$ cat src/rtl/diff_accum_pkg.sv
// Shared types and helpers for the diff_accum window accumulator.
// Holds the FSM encoding and the accumulator width rule.
package diff_pkg;

  localparam logic [0:0] ACCUM = 1'b0;
  localparam logic [0:0] HOLD  = 1'b1;

  // Enough headroom that COUNT samples of WIDTH bits can never overflow.
  function automatic int acc_width(input int w, input int c);
    return w + $clog2(c);
  endfunction

endpackage

$ cat src/rtl/diff_accum_if.sv
// Sample-in / window-sum-out handshake bundle for diff_accum.
// master drives samples and consumes sums; slave is the accumulator.
interface diff_accum_if #(
  parameter int WIDTH = 2,
  parameter int COUNT = 4
);
  import diff_pkg::*;

  localparam int ACC_WIDTH = acc_width(WIDTH, COUNT);

  logic [WIDTH-1:0]     diff_in;
  logic                 diff_valid;
  logic                 diff_ready;
  logic [ACC_WIDTH-1:0] sum_out;
  logic                 sum_valid;
  logic                 sum_ready;

  modport master (
    output diff_in, diff_valid, sum_ready,
    input  diff_ready, sum_out, sum_valid
  );

  modport slave (
    input  diff_in, diff_valid, sum_ready,
    output diff_ready, sum_out, sum_valid
  );

endinterface

$ cat src/rtl/diff_accum.sv
// Sums windows of COUNT accepted diff samples; the sum is held until consumed.
// DIFF_ACCUM_SIGNED_EN selects two's-complement samples (default: unsigned).
module diff_accum
  import diff_pkg::*;
#(
  parameter int WIDTH = 2,
  parameter int COUNT = 4
) (
  input  logic         clk,
  input  logic         rst_n,
  diff_accum_if.slave  bus
);

  localparam int ACC_WIDTH = acc_width(WIDTH, COUNT);
  localparam int CNT_W     = $clog2(COUNT);
  localparam logic [CNT_W-1:0] CNT_LAST = CNT_W'(COUNT - 1);

  logic [0:0]           state_q;
  logic [ACC_WIDTH-1:0] acc_q;
  logic [CNT_W-1:0]     cnt_q;
  logic [ACC_WIDTH-1:0] sum_q;
  logic                 sum_vld_q;

  logic [ACC_WIDTH-1:0] diff_ext;
  logic                 accept;

`ifdef DIFF_ACCUM_SIGNED_EN
  assign diff_ext = {{(ACC_WIDTH - WIDTH){bus.diff_in[WIDTH-1]}}, bus.diff_in};
`else
  assign diff_ext = {{(ACC_WIDTH - WIDTH){1'b0}}, bus.diff_in};
`endif

  assign bus.diff_ready = (state_q == ACCUM);
  assign accept         = bus.diff_valid && bus.diff_ready;
  assign bus.sum_out    = sum_q;
  assign bus.sum_valid  = sum_vld_q;

  always_ff @(posedge clk) begin
    if (!rst_n) begin
      state_q   <= ACCUM;
      acc_q     <= '0;
      cnt_q     <= '0;
      sum_q     <= '0;
      sum_vld_q <= 1'b0;
    end else begin
      case (state_q)
        ACCUM: begin
          if (accept) begin
            if (cnt_q == CNT_LAST) begin
              sum_q     <= acc_q + diff_ext;
              sum_vld_q <= 1'b1;
              acc_q     <= '0;
              cnt_q     <= '0;
              state_q   <= HOLD;
            end else begin
              acc_q <= acc_q + diff_ext;
              cnt_q <= cnt_q + 1'b1;
            end
          end
        end
        default: begin
          // Incoming samples stay with the producer until the sum is taken.
          if (sum_vld_q && bus.sum_ready) begin
            sum_vld_q <= 1'b0;
            state_q   <= ACCUM;
          end
        end
      endcase
    end
  end

endmodule

$ cat src/flat_wrapper.sv
// flat-port wrapper written by rule: the top's interface ports become plain ports
module diff_accum_flat import diff_pkg::*;
#(
  parameter int WIDTH = 2,
  parameter int COUNT = 4
)
  (clk, rst_n, bus_diff_in, bus_diff_valid, bus_sum_ready, bus_diff_ready, bus_sum_out, bus_sum_valid);
  diff_accum_if #(.WIDTH(WIDTH), .COUNT(COUNT)) bus_i ();
  input  logic clk;
  input  logic rst_n;
  input wire logic [$bits(bus_i.diff_in)-1:0] bus_diff_in;
  input wire logic [$bits(bus_i.diff_valid)-1:0] bus_diff_valid;
  input wire logic [$bits(bus_i.sum_ready)-1:0] bus_sum_ready;
  output wire logic [$bits(bus_i.diff_ready)-1:0] bus_diff_ready;
  output wire logic [$bits(bus_i.sum_out)-1:0] bus_sum_out;
  output wire logic [$bits(bus_i.sum_valid)-1:0] bus_sum_valid;
  assign bus_i.diff_in = bus_diff_in;
  assign bus_i.diff_valid = bus_diff_valid;
  assign bus_i.sum_ready = bus_sum_ready;
  assign bus_diff_ready = bus_i.diff_ready;
  assign bus_sum_out = bus_i.sum_out;
  assign bus_sum_valid = bus_i.sum_valid;
  diff_accum #(.WIDTH(WIDTH), .COUNT(COUNT)) u_core (.clk(clk), .rst_n(rst_n), .bus(bus_i));
endmodule
$ cat config.mk
export PLATFORM = sky130hd
export DESIGN_NAME = diff_accum_flat
export DESIGN_NICKNAME = d
export VERILOG_FILES = /design/src/rtl/diff_accum_pkg.sv /design/src/rtl/diff_accum_if.sv /design/src/rtl/diff_accum.sv /design/src/flat_wrapper.sv
export SDC_FILE = /design/constraint.sdc
export NUM_CORES = 1
export LEC_CHECK = 0
export CORE_MARGIN = 2
export CORE_UTILIZATION = 25
export DETAILED_ROUTE_END_ITERATION = 6
export DONT_BUFFER_PORTS = 1
export PLACE_DENSITY = 0.49
export SYNTH_ARGS = -nofsm -noshare
export SYNTH_HDL_FRONTEND = slang
export SYNTH_SLANG_ARGS = --single-unit
$ cat constraint.sdc
create_clock -name clk -period 1.75 [get_ports clk]
set_input_delay 0.175 -clock clk [delete_from_list [all_inputs] [get_ports clk]]
set_output_delay 0.175 -clock clk [all_outputs]
set_load 0.02 [all_outputs]
* After elaboration in Yosys (flattened, before gate mapping) *
Cells that the tools add are included.

operators by class
  reduce and logical (&&, ||, !) cells = 7
  add/subtract/negate cells = 2
  multiplexer cells = 10
  eq/ne operators = 2
  bitwise gates (word level) = 1

operators by type and width
  kind                                                            number
  1-bit 2-to-1 mux                                                8
  3-bit AND reduction                                             2
  4-bit by 2-bit adder with 4-bit output                          1
  4-bit 2-to-1 mux                                                1
  2-bit nonzero test                                              2
  2-bit by 1-bit adder with 2-bit output (second input constant)  1
  2-bit == test (second input constant)                           1
  1-bit logical AND                                               2
  2-bit 2-to-1 mux                                                1
  2-bit inequality test (second input constant)                   1
  2-bit AND reduction                                             1
  1-bit NOT                                                       1

storage, ports and cells
  output and inout port bits = 6
  input bits = 6
  logic and storage cells = 27
  flip-flop bits (word level) = 12

* Logic depth before layout (Yosys ltp) *
Gate-level depths: netlist of the first run.

  word-level depth = 4
  depth in mapped cells = 6
  depth with buffers taken out = 6

* Worst setup path after synthesis of the first run *
Ideal clock, no wire load.

  path kind = flip-flop to flip-flop
  from = reg u_core.acc_q[0]
  to = reg u_core.acc_q[2]
  period minus slack after synthesis = 1616 ps
  cell stages (with the launch flop) = 6
  library setup time = 70 ps
  buffers on the path = 0
  required time = 1680 ps
  arrival time = 1546 ps
  slack = 134 ps
  path through = dfxtp_1 > ha_1 > inv_1 > fa_1 > or4_1 > a21oi_1

between the ends
  longest elaborated chain between the ends = 2

ends and longest elaborated chain
  element                                 RTL line          text
  start: declaration                      diff_accum.sv:19  logic [ACC_WIDTH-1:0] acc_q;
  start signal: assignment                diff_accum.sv:56  acc_q <= acc_q + diff_ext;
  4-bit by 2-bit adder with 4-bit output  diff_accum.sv:56
  4-bit 2-to-1 mux                        diff_accum.sv:49  if (cnt_q == CNT_LAST) begin

Every way passes these cells.
A chain may end at the register's enable or synchronous reset.

* Worst setup path in the final report of the first run *
Ends and elaborated chain as after synthesis.

==> qor_table.md, run 1 <==
| Stage | Result | This run |
|:---|:---|:---|
| outcome | Status | complete, no violations |
| timing | Max Clk Rate | 612 MHz |
| timing | Number of failing hold endpoints at the final stage | 0 |
| worst setup path | Slowest cell delay on critical path | 510 ps |
| global routing | GRT met1 Usage | 10.6% |
| drt | Sum of routed wire length over all layers | 1.03 mm |
| drt | Avg Vias per Cell | 4.49 |
| worst setup path | Highest fanout seen on the critical path | 3 |
| global routing | Via count of the first global-routing pass | 366 |
| clock tree | Clock latency of the later-clocked register in the worst-skew pair | 270 ps |
| global routing | Met2 usage in global routing | 12.7% |
| drt | Number of DRC markers in iteration 0 | 11 |
| floorplan | Standard cell core area | 2190 µm² |
| drt | Final antenna-violating net count | 0 |
| clock tree | Number of buffers inserted for hold repair after clock tree synthesis | 0 |
| clock tree | Deepest clock path buffer count | 2 |
| layout | Relative area change from synthesis to final layout | 8.44% |
| floorplan | Top-Level Pins | 12 |
| drt | Wirelength per Cell | 11.2 µm |
| global routing | Overall routing resource usage | 9.11% |
| global routing | Met3 routing resource usage after global routing | 3.74% |
| power and ir drop | Worst supply voltage drop on vdd | 322 µV |
| clock tree | Clock sink count | 12 |
| worst setup path | CP Data Required Time | 1950 ps |
| synthesis | Synth area leaders | sky130_fd_sc_hd__dfxtp_1 42%, sky130_fd_sc_hd__ha_1 6.5%, sky130_fd_sc_hd__a21oi_1 6.1% |
| synthesis | Cell area after technology mapping | 578 µm² |
| floorplan | Die area | 2710 µm² |
| worst setup path | Kind of end point of the critical path | flip-flop |
| synthesis | Synth cell count leaders | 12 x sky130_fd_sc_hd__dfxtp_1, 7 x sky130_fd_sc_hd__a21oi_1, 6 x sky130_fd_sc_hd__nand2_1, 6 x sky130_fd_sc_hd__nor2_1, 5 x sky130_fd_sc_hd__inv_1 |
| synthesis | Share of synthesized flip-flops with an asynchronous set or reset | 0% |
| placed design | Gpl congestion | 0.768 |
| worst setup path | Kind of launch point of the worst setup path | flip-flop |
| synthesis | Proportion of synthesized chip area in sequential cells | 41.6% |
| job | Max capacitance violation total | 0 |
| floorplan | Std-Cell Rows | 17 |
| power and ir drop | Leak | 0.240 nW |
| synthesis | Number of nets in the synthesized netlist | 73 |
| clock tree | Root buffer cell | sky130_fd_sc_hd__clkbuf_4 |
| worst setup path | Critical Path AT | 1840 ps |
| timing | Period utilization | 93.4% |
| timing | Setup repair after global routing missed its margin | false |
| layout | Area of all sequential standard cells | 240 µm² |
| global routing | Layer carrying the most global-route usage | met2 |
| worst setup path | Ordered list of cells on the worst path | ha_1, inv_1, fa_2, or4_1, a21oi_1 |
| timing | Measured slew at the worst slew-check pin | 360 ps |
| floorplan | Die width | 52.1 µm |
| timing | Final Max Tran Viols | 0 |
| timing | Max Clock Skew | 0.961 ps |
| synthesis | Mean area per synthesized cell | 9.18 µm² |
| worst setup path | WS Path Type | flip-flop to flip-flop |
| worst hold path | Min-Delay Path Class | input port to flip-flop |
| synthesis | Number of storage elements in the synthesis netlist | 12 |
| floorplan | Die Y | 52.1 µm |
| timing | Hold Slack | 40.9 ps |
| layout | Inserted Diodes | 0 |
| timing | # setup viols final | 0 |
| timing | Shortest period the worst path allows | 1630 ps |
| synthesis | Area leader, netlist | sky130_fd_sc_hd__dfxtp_1 |
| synthesis | Number of library cell types mapped by synthesis | 24 |
| global routing | Global route overflow | 0 |
| worst setup path | Cell type of the slowest stage on the worst timing path | sky130_fd_sc_hd__or4_1 |
| clock tree | Num CTS Buffers | 3 |
| global routing | Number of antenna violations at the first check in global routing | 0 |
| synthesis | Most repeated cell in the gate-level netlist after synthesis | sky130_fd_sc_hd__dfxtp_1 |
| clock tree | CTS resizes | 0 |
| synthesis | Synthesized netlist cell count | 63 |
| power and ir drop | Power per cell area | 911 nW/µm² |
| synthesis | EDFF count, synth | 0 |
| floorplan | Initial Utilization | 26.4% |
| layout | Fraction of layout instances using a drive strength above 1 | 10.9% |
| placed design | Half-perimeter wire length of the detailed placement result | 739 µm |
| global routing | Wire length of the first global-routing pass | 1.66 mm |
| drt | Number of vias in the routed layout | 413 |
| layout | Total Nets Final | 75 |
| synthesis | Synth Flop Type | sky130_fd_sc_hd__dfxtp_1 |
| clock tree | TritonCTS clock tree | done |
| layout | Area of the multi-input gates | 297 µm² |
| drt | Initial DRT Pass Iterations | 4 |
| clock tree | Clock transition at the registers of the reported paths | 80 ps |
| placed design | Buffers on Ports | 0 |
| timing | Worst relative slew slack | 76.0% |
| clock tree | H-Tree Depth | 1 |
| synthesis | Yosys synthesis warning count | 0 |
| synthesis | Area share of the leading cell type in the synthesized netlist | 41.6% |
| global routing | Maximum number of pins on one net before global-route repair | 12 |
| drt | DRC violations left | 0 |
| clock tree | Post-CTS Setup Bufs | 0 |
| timing | Accumulated negative setup slack | 0 ps |
| layout | Filler instances | 239 |
==> final timing paths <==
kind | end | depth (start not counted) | slack (ps) | startpoint
setup reg to reg | u_core.acc_q[2] | 5 | 120 | u_core.acc_q[0]
hold reg to reg | u_core.acc_q[0] | 2 | 460 | u_core.acc_q[0]
hold / removal | u_core.bus.sum_out[3] | 2 | 40 | rst_n
setup / recovery | u_core.acc_q[2] | 5 | 120 | u_core.acc_q[0]
==> power breakdown <==
group	internal (mW)	switching [mW]	total [mW]	leakage, nW
Combinational	0.0275	0.0305	0.0580	0.121
Clock	0.126	0.0930	0.219	0.0210
Sequential	0.284	0.00961	0.293	0.0975
==> state kept, by name (all words and copies together), names as in the netlist <==
register and cells:
u_core.bus.sum_valid 1, u_core.bus.sum_out 4, u_core.acc_q 4, u_core.cnt_q 2, u_core.state_q 1
==> cell usage in the layout, fill, tap and decap left out, drive strengths merged, types with 2 or more instances in the layout <==
master  count
clkbuf      4
ha          3
inv         5
nor2        6
dfxtp      12
mux2i       3
nand3       2
o21ai       2
nand2       6
a21oi       7
nor2b       2
or3         2
==> cells by family after synthesis <==
| kind of cell | after synthesis | share of synthesized area [%] |
|---|---|---|
| simple gates | 22 | 20.8 |
| buf+inv | 8 | 7.58 |
| compound gates | 13 | 13.4 |
| xor+xnor | 1 | 1.52 |
| mux | 3 | 5.20 |
| flops | 12 | 41.6 |
| fa+ha+maj | 4 | 9.96 |
==> layer usage <==
metal	up-vias	part of all wire, %
li1	214	-
met1	193	44
met2	4	48
met3	2	6.5
met4	0	1.1
met5	-	0
==> metrics by stage <==
step                utilization [%]  worst slack (ps)  power, mW  area, µm²  std cells
CTS                            28.5              63.3      0.582        624         92
global route                   28.6              30.4      0.605        627         92
global placement               26.8              94.9      0.357        588         88
detailed placement             26.8              72.8      0.358        588         88
floorplan                         -               134      0.350        578         63
finish                         28.6               116      0.571        627         92
==> worst max-delay path: cells and delay by family, from the launching register on <==
family | cells | cell delay, ps
and+or+nand+nor | 1 | 510
AOI/OAI and AO/OA | 1 | 140
buffers and inverters | 1 | 60
adders and majority gates | 2 | 530
DFF | 1 | 330
==> final cells by class <==
cell class                      instances  area share (%)
Sequential cell                        12            38.3
Clock buffer                            4            5.79
Tap cell                               28            5.59
Multi-Input combinational cell         43            47.3
Inverter                                5            2.99
(Power assumes the default switching activity.)
==> run 2: changes to the inputs <==
--- a/config.mk
+++ b/config.mk
@@ -6,10 +6,10 @@
 export NUM_CORES = 1
 export LEC_CHECK = 0
 export CORE_MARGIN = 2
-export CORE_UTILIZATION = 25
+export CORE_UTILIZATION = 40
 export DETAILED_ROUTE_END_ITERATION = 6
 export DONT_BUFFER_PORTS = 1
-export PLACE_DENSITY = 0.49
+export PLACE_DENSITY = 0.65
 export SYNTH_ARGS = -nofsm -noshare
 export SYNTH_HDL_FRONTEND = slang
 export SYNTH_SLANG_ARGS = --single-unit
==> run 2 against run 1 <==
  * Sequential share of layout area increased by 1.9 points
  * Non-clock buffer count is the same
  * Wire length decreased by 0.29%
  * Power fell by 10%
  * Sequential power barely moved
  * Via count increased by 4.8%
  * Register-to-register slack better by 20 ps
==> qor_table.md, run 2 (synthesis results as in run 1) <==
| Stage | Result | This run |
|:---|:---|:---|
| clock tree | Clock sink count | 12 |
| clock tree | TritonCTS clock tree | done |
| clock tree | Clock transition at the registers of the reported paths | 70 ps |
| worst setup path | Cell type of the slowest stage on the worst timing path | sky130_fd_sc_hd__or4_1 |
| drt | Wirelength per Cell | 13.2 µm |
| timing | Measured slew at the worst slew-check pin | 350 ps |
| power and ir drop | Net load switching power | 0.123 mW |
| layout | Most used cells in the layout excluding fill and tap cells | 12 x sky130_fd_sc_hd__dfxtp_1, 7 x sky130_fd_sc_hd__a21oi_1, 6 x sky130_fd_sc_hd__nand2_1, 6 x sky130_fd_sc_hd__nor2_1, 5 x sky130_fd_sc_hd__inv_1 |
| layout | Relative area change from synthesis to final layout | 3.25% |
| clock tree | Number of buffers inserted for hold repair after clock tree synthesis | 0 |
| floorplan | Die width | 42.0 µm |
| global routing | Maximum number of pins on one net before global-route repair | 12 |
| timing | Period utilization | 92.5% |
| placed design | Buffers on Ports | 0 |
| worst setup path | Buffers & Inverters on Critical Path | 1 |
| worst setup path | Critical Path AT | 1820 ps |
| clock tree | Root buffer cell | sky130_fd_sc_hd__clkbuf_4 |
| power and ir drop | Power per cell area | 861 nW/µm² |
| worst setup path | Highest fanout seen on the critical path | 3 |
| drt | DRC violations left | 0 |
| worst setup path | Kind of launch point of the worst setup path | flip-flop |
| outcome | Status | complete, no violations |
| global routing | Wire length of the first global-routing pass | 1.82 mm |
| global routing | Met3 routing resource usage after global routing | 8.19% |
| worst setup path | Origin of the critical flop-to-flop path | u_core.acc_q[0] |
| timing | Number of failing hold endpoints at the final stage | 0 |
| power and ir drop | Sequential Power Share | 57.2% |
| timing | Max Clk Rate | 618 MHz |
| worst setup path | Number of cells traversed by the worst register-to-register path | 5 |
| worst setup path | Worst flop-to-flop path endpoint | u_core.acc_q[2] |
| timing | Final Max Tran Viols | 0 |
| power and ir drop | Gate power share | 11.5% |
| timing | Worst relative slew slack | 76.6% |
| power and ir drop | Clock power frac | 31.4% |
| clock tree | Num CTS Buffers | 3 |
| layout | Leading cell type in the layout, fill and taps excluded | sky130_fd_sc_hd__dfxtp_1 |
| floorplan | Die area | 1770 µm² |
| drt | Final antenna-violating net count | 0 |
| layout | Area of all sequential standard cells | 240 µm² |
| global routing | Layer carrying the most global-route usage | met2 |
| layout | Area of the multi-input gates | 297 µm² |
| global routing | GRT met1 Usage | 16.6% |
| clock tree | Post-CTS Setup Bufs | 0 |
| global routing | Number of antenna violations at the first check in global routing | 0 |
| layout | Total Nets Final | 75 |
| drt | Sum of routed wire length over all layers | 1.03 mm |
| power and ir drop | Fraction of power spent switching nets | 23.9% |
| worst hold path | Min-Delay Path Class | input port to flip-flop |
| timing | # setup viols final | 0 |
| global routing | Met2 usage in global routing | 20.0% |
| global routing | Via count of the first global-routing pass | 424 |
| drt | Number of DRC markers in iteration 0 | 11 |
| job | Max capacitance violation total | 0 |
| worst setup path | WS Path Type | flip-flop to flip-flop |
| floorplan | Die Y | 42.0 µm |
| worst setup path | Kind of end point of the critical path | flip-flop |
| timing | Setup repair after global routing missed its margin | false |
| power and ir drop | Leak | 0.232 nW |
| clock tree | H-Tree Depth | 1 |
| floorplan | Std-Cell Rows | 13 |
| global routing | Global route overflow | 0 |
| floorplan | Standard cell core area | 1320 µm² |
| drt | Avg Vias per Cell | 5.55 |
| layout | Fraction of layout instances using a drive strength above 1 | 9.52% |
| worst setup path | Ordered list of cells on the worst path | ha_1, inv_1, fa_2, or4_1, a21oi_1 |
| layout | Inserted Diodes | 0 |
| power and ir drop | Cell Int Power | 0.391 mW |
| drt | Number of vias in the routed layout | 433 |
| placed design | Gpl congestion | 0.756 |
| clock tree | Deepest clock path buffer count | 2 |
| layout | Filler instances | 141 |
| timing | Accumulated negative setup slack | 0 ps |
| clock tree | Clock latency of the later-clocked register in the worst-skew pair | 270 ps |
| worst hold path | Hold path endpoint | u_core.bus.sum_out[3] |
| power and ir drop | Worst supply voltage drop on vdd | 469 µV |
| timing | Max Clock Skew | 2.74 ps |
| worst setup path | Slowest cell delay on critical path | 500 ps |
| worst setup path | Reg-to-reg slack, setup | 130 ps |
| timing | Shortest period the worst path allows | 1620 ps |
| worst hold path | Worst hold path depth | 2 |
| worst setup path | CP Data Required Time | 1950 ps |
| worst setup path | Largest delay share family, worst path | adder cells |
| timing | Hold Slack | 46.3 ps |
| global routing | Overall routing resource usage | 14.3% |
| floorplan | Initial Utilization | 43.9% |
| floorplan | Top-Level Pins | 12 |
| worst hold path | Min-delay src | rst_n |
| drt | Initial DRT Pass Iterations | 4 |
-- run 2: cell type report --
class,instances,area share [%]
Multi-Input combinational cell,43,49.7
Sequential cell,12,40.3
Clock buffer,3,3.77
Inverter,5,3.14
Tap cell,15,3.14
-- run 2: layer usage --
| metal | share of wire [%] | up-vias | wire, µm |
|---|---|---|---|
| met5 | 0 | - | 0 |
| met4 | 1.9 | 0 | 19 |
| met3 | 8.6 | 4 | 88 |
| met2 | 45 | 16 | 459 |
| met1 | 45 | 198 | 458 |
| li1 | - | 215 | - |
-- run 2: worst reg2reg max path, cell delays in order, from the launching register on --
cell and delay, ps:
sky130_fd_sc_hd__dfxtp_1 330, sky130_fd_sc_hd__ha_1 180, sky130_fd_sc_hd__inv_1 60, sky130_fd_sc_hd__fa_2 350
sky130_fd_sc_hd__or4_1 500, sky130_fd_sc_hd__a21oi_1 140
-- run 2: how the worst max path moves through the flow --
stage,depth (start not counted),to,slack (ps),from
5_1_grt,5,u_core.acc_q[2],40,u_core.acc_q[0]
3_3_place_gp,5,u_core.acc_q[2],100,u_core.acc_q[0]
3_5_place_dp,5,u_core.acc_q[2],80,u_core.acc_q[0]
4_1_cts,5,u_core.acc_q[2],70,u_core.acc_q[0]
2_1_floorplan,5,u_core.acc_q[2],130,u_core.acc_q[0]
6_report,5,u_core.acc_q[2],130,u_core.acc_q[0]
-- run 2: per-stage QoR --
step / instances / total power [mW] / area (µm²) / utilization [%] / setup WS [ps]
after detailed placement: 75 / 0.358 / 572 / 43.4 / 80.3
after floorplan: 63 / 0.350 / 578 / - / 134
after CTS: 78 / 0.522 / 594 / 45.1 / 67.5
after global placement: 75 / 0.357 / 572 / 43.4 / 97.3
after global routing: 78 / 0.545 / 597 / 45.3 / 42.3
final: 78 / 0.514 / 597 / 45.3 / 131
-- run 2: timing repair --
action	4_1_cts	5_1_grt
hold endpoints to repair	0	0
resized for setup	0	1
setup endpoints to repair	0	1
-- run 2: power groups by stage --
| stage | clock network (mW) | registers [mW] | logic (mW) |
|---|---|---|---|
| floorplan | 0 | 0.298 | 0.0520 |
| global placement | 0 | 0.300 | 0.0569 |
| detailed placement | 0 | 0.300 | 0.0583 |
| CTS | 0.170 | 0.293 | 0.0584 |
| global route | 0.182 | 0.295 | 0.0680 |
| finish | 0.161 | 0.294 | 0.0589 |
==> run 3: changes to the inputs <==
--- a/config.mk
+++ b/config.mk
@@ -5,11 +5,14 @@
 export SDC_FILE = /design/constraint.sdc
 export NUM_CORES = 1
 export LEC_CHECK = 0
+export CAP_MARGIN = 20
 export CORE_MARGIN = 2
 export CORE_UTILIZATION = 40
 export DETAILED_ROUTE_END_ITERATION = 6
 export DONT_BUFFER_PORTS = 1
 export PLACE_DENSITY = 0.65
+export REMOVE_ABC_BUFFERS = 1
+export SKIP_LAST_GASP = 1
 export SYNTH_ARGS = -nofsm -noshare
 export SYNTH_HDL_FRONTEND = slang
 export SYNTH_SLANG_ARGS = --single-unit
==> run 3 against run 2 <==
  * Highest routed layer is now met3
  * Sequential share of layout area is 0.33 points lower
  * Clock power hardly changed
  * Utilization is 0.38 points higher
  * Register-to-register slack worse by 50 ps
  * Largest cell class unchanged
  * Critical path type unchanged
  * Cell count is 1.3% higher
==> qor_table.md, run 3 (synthesis results as in run 1) <==
| Stage | Result | This run |
|:---|:---|:---|
| timing | # setup viols final | 0 |
| floorplan | Die Y | 42.0 µm |
| clock tree | Root buffer cell | sky130_fd_sc_hd__clkbuf_4 |
| power and ir drop | Leak | 0.237 nW |
| drt | Wirelength per Cell | 12.2 µm |
| clock tree | H-Tree Depth | 1 |
| floorplan | Std-Cell Rows | 13 |
| power and ir drop | Clock power frac | 31.4% |
| timing | Accumulated negative setup slack | 0 ps |
| timing | Period utilization | 95.1% |
| drt | Top routing layer in use | met3 |
| layout | Inserted Diodes | 0 |
| clock tree | CTS resizes | 0 |
| placed design | Half-perimeter wire length of the detailed placement result | 718 µm |
| global routing | Wire length of the first global-routing pass | 1.59 mm |
| power and ir drop | Net load switching power | 0.123 mW |
| power and ir drop | Power per cell area | 855 nW/µm² |
| drt | Detailed route wirelength on metal3 | 94 µm |
| floorplan | Top-Level Pins | 12 |
| drt | Routed metal-1 wire length | 461 µm |
| floorplan | Initial Utilization | 43.9% |
| worst setup path | Reg-to-reg slack, setup | 90 ps |
| outcome | Status | complete, no violations |
| clock tree | Clock transition at the registers of the reported paths | 70 ps |
| worst setup path | Highest fanout seen on the critical path | 3 |
| clock tree | TritonCTS clock tree | done |
| worst setup path | Number of cells traversed by the worst register-to-register path | 5 |
| timing | Number of failing hold endpoints at the final stage | 0 |
| power and ir drop | Sequential Power Share | 57.1% |
| global routing | Number of antenna violations at the first check in global routing | 0 |
| drt | Initial DRT Pass Iterations | 4 |
| layout | Relative area change from synthesis to final layout | 4.11% |
| clock tree | Post-CTS Setup Bufs | 0 |
| layout | Fraction of layout instances using a drive strength above 1 | 9.38% |
| floorplan | Die width | 42.0 µm |
| worst setup path | Critical Path AT | 1860 ps |
| job | Max capacitance violation total | 0 |
| timing | Measured slew at the worst slew-check pin | 340 ps |
| worst setup path | Kind of end point of the critical path | flip-flop |
| global routing | Maximum number of pins on one net before global-route repair | 12 |
| worst setup path | WS Path Type | flip-flop to flip-flop |
| power and ir drop | Cell Int Power | 0.392 mW |
| clock tree | Number of buffers inserted for hold repair after clock tree synthesis | 0 |
| clock tree | Deepest clock path buffer count | 2 |
| timing | Shortest period the worst path allows | 1660 ps |
| timing | Worst relative slew slack | 77.3% |
| clock tree | Num CTS Buffers | 3 |
| floorplan | Die area | 1770 µm² |
| global routing | Global route overflow | 0 |
| timing | Final Max Tran Viols | 0 |
| timing | Max Clk Rate | 601 MHz |
| layout | Filler instances | 126 |
| placed design | Buffers on Ports | 0 |
| drt | Sum of routed wire length over all layers | 960 µm |
| global routing | Via count of the first global-routing pass | 387 |
| power and ir drop | Fraction of power spent switching nets | 23.8% |
| timing | Setup repair after global routing missed its margin | false |
| global routing | Overall routing resource usage | 12.0% |
| drt | Final antenna-violating net count | 0 |
| worst hold path | Min-Delay Path Class | input port to flip-flop |
| drt | Wire length on met2 | 405 µm |
| drt | DRC violations left | 0 |
| clock tree | Clock sink count | 12 |
| clock tree | Clock latency of the later-clocked register in the worst-skew pair | 270 ps |
| worst setup path | CP Data Required Time | 1950 ps |
| power and ir drop | Worst supply voltage drop on vdd | 364 µV |
| drt | Avg Vias per Cell | 5.27 |
| worst setup path | Kind of launch point of the worst setup path | flip-flop |
| drt | Number of DRC markers in iteration 0 | 8 |
| worst hold path | Worst hold path depth | 2 |
| layout | Final core utilization | 45.7% |
| layout | Total Nets Final | 76 |
| drt | Number of vias in the routed layout | 416 |
| placed design | Gpl congestion | 0.725 |
| layout | Leading cell type in the layout, fill and taps excluded | sky130_fd_sc_hd__dfxtp_1 |
| layout | Most used cells in the layout excluding fill and tap cells | 12 x sky130_fd_sc_hd__dfxtp_1, 7 x sky130_fd_sc_hd__a21oi_1, 6 x sky130_fd_sc_hd__nand2_1, 6 x sky130_fd_sc_hd__nor2_1, 5 x sky130_fd_sc_hd__inv_1 |
| timing | Max Clock Skew | 3.98 ps |
| floorplan | Standard cell core area | 1320 µm² |
| power and ir drop | Gate power share | 11.5% |
run 3: changes by cell type in the layout (fill, tap and decap cells not counted):
cell,delta
sky130_fd_sc_hd__buf_4,+1
sky130_fd_sc_hd__fa_1,+1
sky130_fd_sc_hd__fa_2,-1
run 3: worst paths after layout:
check / from / endpoint
worst min-delay path: rst_n / u_core.bus.sum_out[3]
worst max-delay path: u_core.acc_q[0] / u_core.acc_q[2]
worst max register to register: u_core.acc_q[0] / u_core.acc_q[2]
worst min register to register: u_core.acc_q[0] / u_core.acc_q[0]
run 3: area by class of cell:
cell class / count / area [µm²] / area share, %
inverters: 5 / 18.8 / 3.12
flip-flops and latches: 12 / 240 / 39.9
repair buffers: 1 / 7.51 / 1.25
multi-input cells: 43 / 294 / 48.9
well taps: 15 / 18.8 / 3.12
clock buffers: 3 / 22.5 / 3.74
run 3: metrics by stage:
step           hold WS [ps]  cells  power [mW]  setup slack (ps)  instance area, µm²
3_3_place_gp            316     76       0.357               147                 579
6_report               45.3     79       0.515              85.9                 602
2_1_floorplan           310     60       0.346               134                 553
5_1_grt                41.1     79       0.541              19.2                 602
3_5_place_dp            323     76       0.360              98.0                 579
4_1_cts                36.4     79       0.524              83.3                 602
run 3: power groups by stage:
stage	Combinational [mW]	Sequential, mW	Clock (mW)
3_3_place_gp	0.0579	0.299	0
3_5_place_dp	0.0598	0.300	0
2_1_floorplan	0.0477	0.298	0
6_report	0.0591	0.294	0.162
4_1_cts	0.0600	0.293	0.170
5_1_grt	0.0684	0.295	0.178
run 3: metal layers:
layer	vias up	GRT usage, %
met5	-	0
met4	0	3.75
met3	0	7.33
met2	18	16.9
met1	182	15.3
li1	216	-
run 3: worst max-delay path, cell delays in order, from the launching register on:
cell and delay [ps]:
sky130_fd_sc_hd__dfxtp_1 330, sky130_fd_sc_hd__ha_1 190, sky130_fd_sc_hd__inv_1 60, sky130_fd_sc_hd__fa_1 370
sky130_fd_sc_hd__or4_1 500, sky130_fd_sc_hd__a21oi_1 150
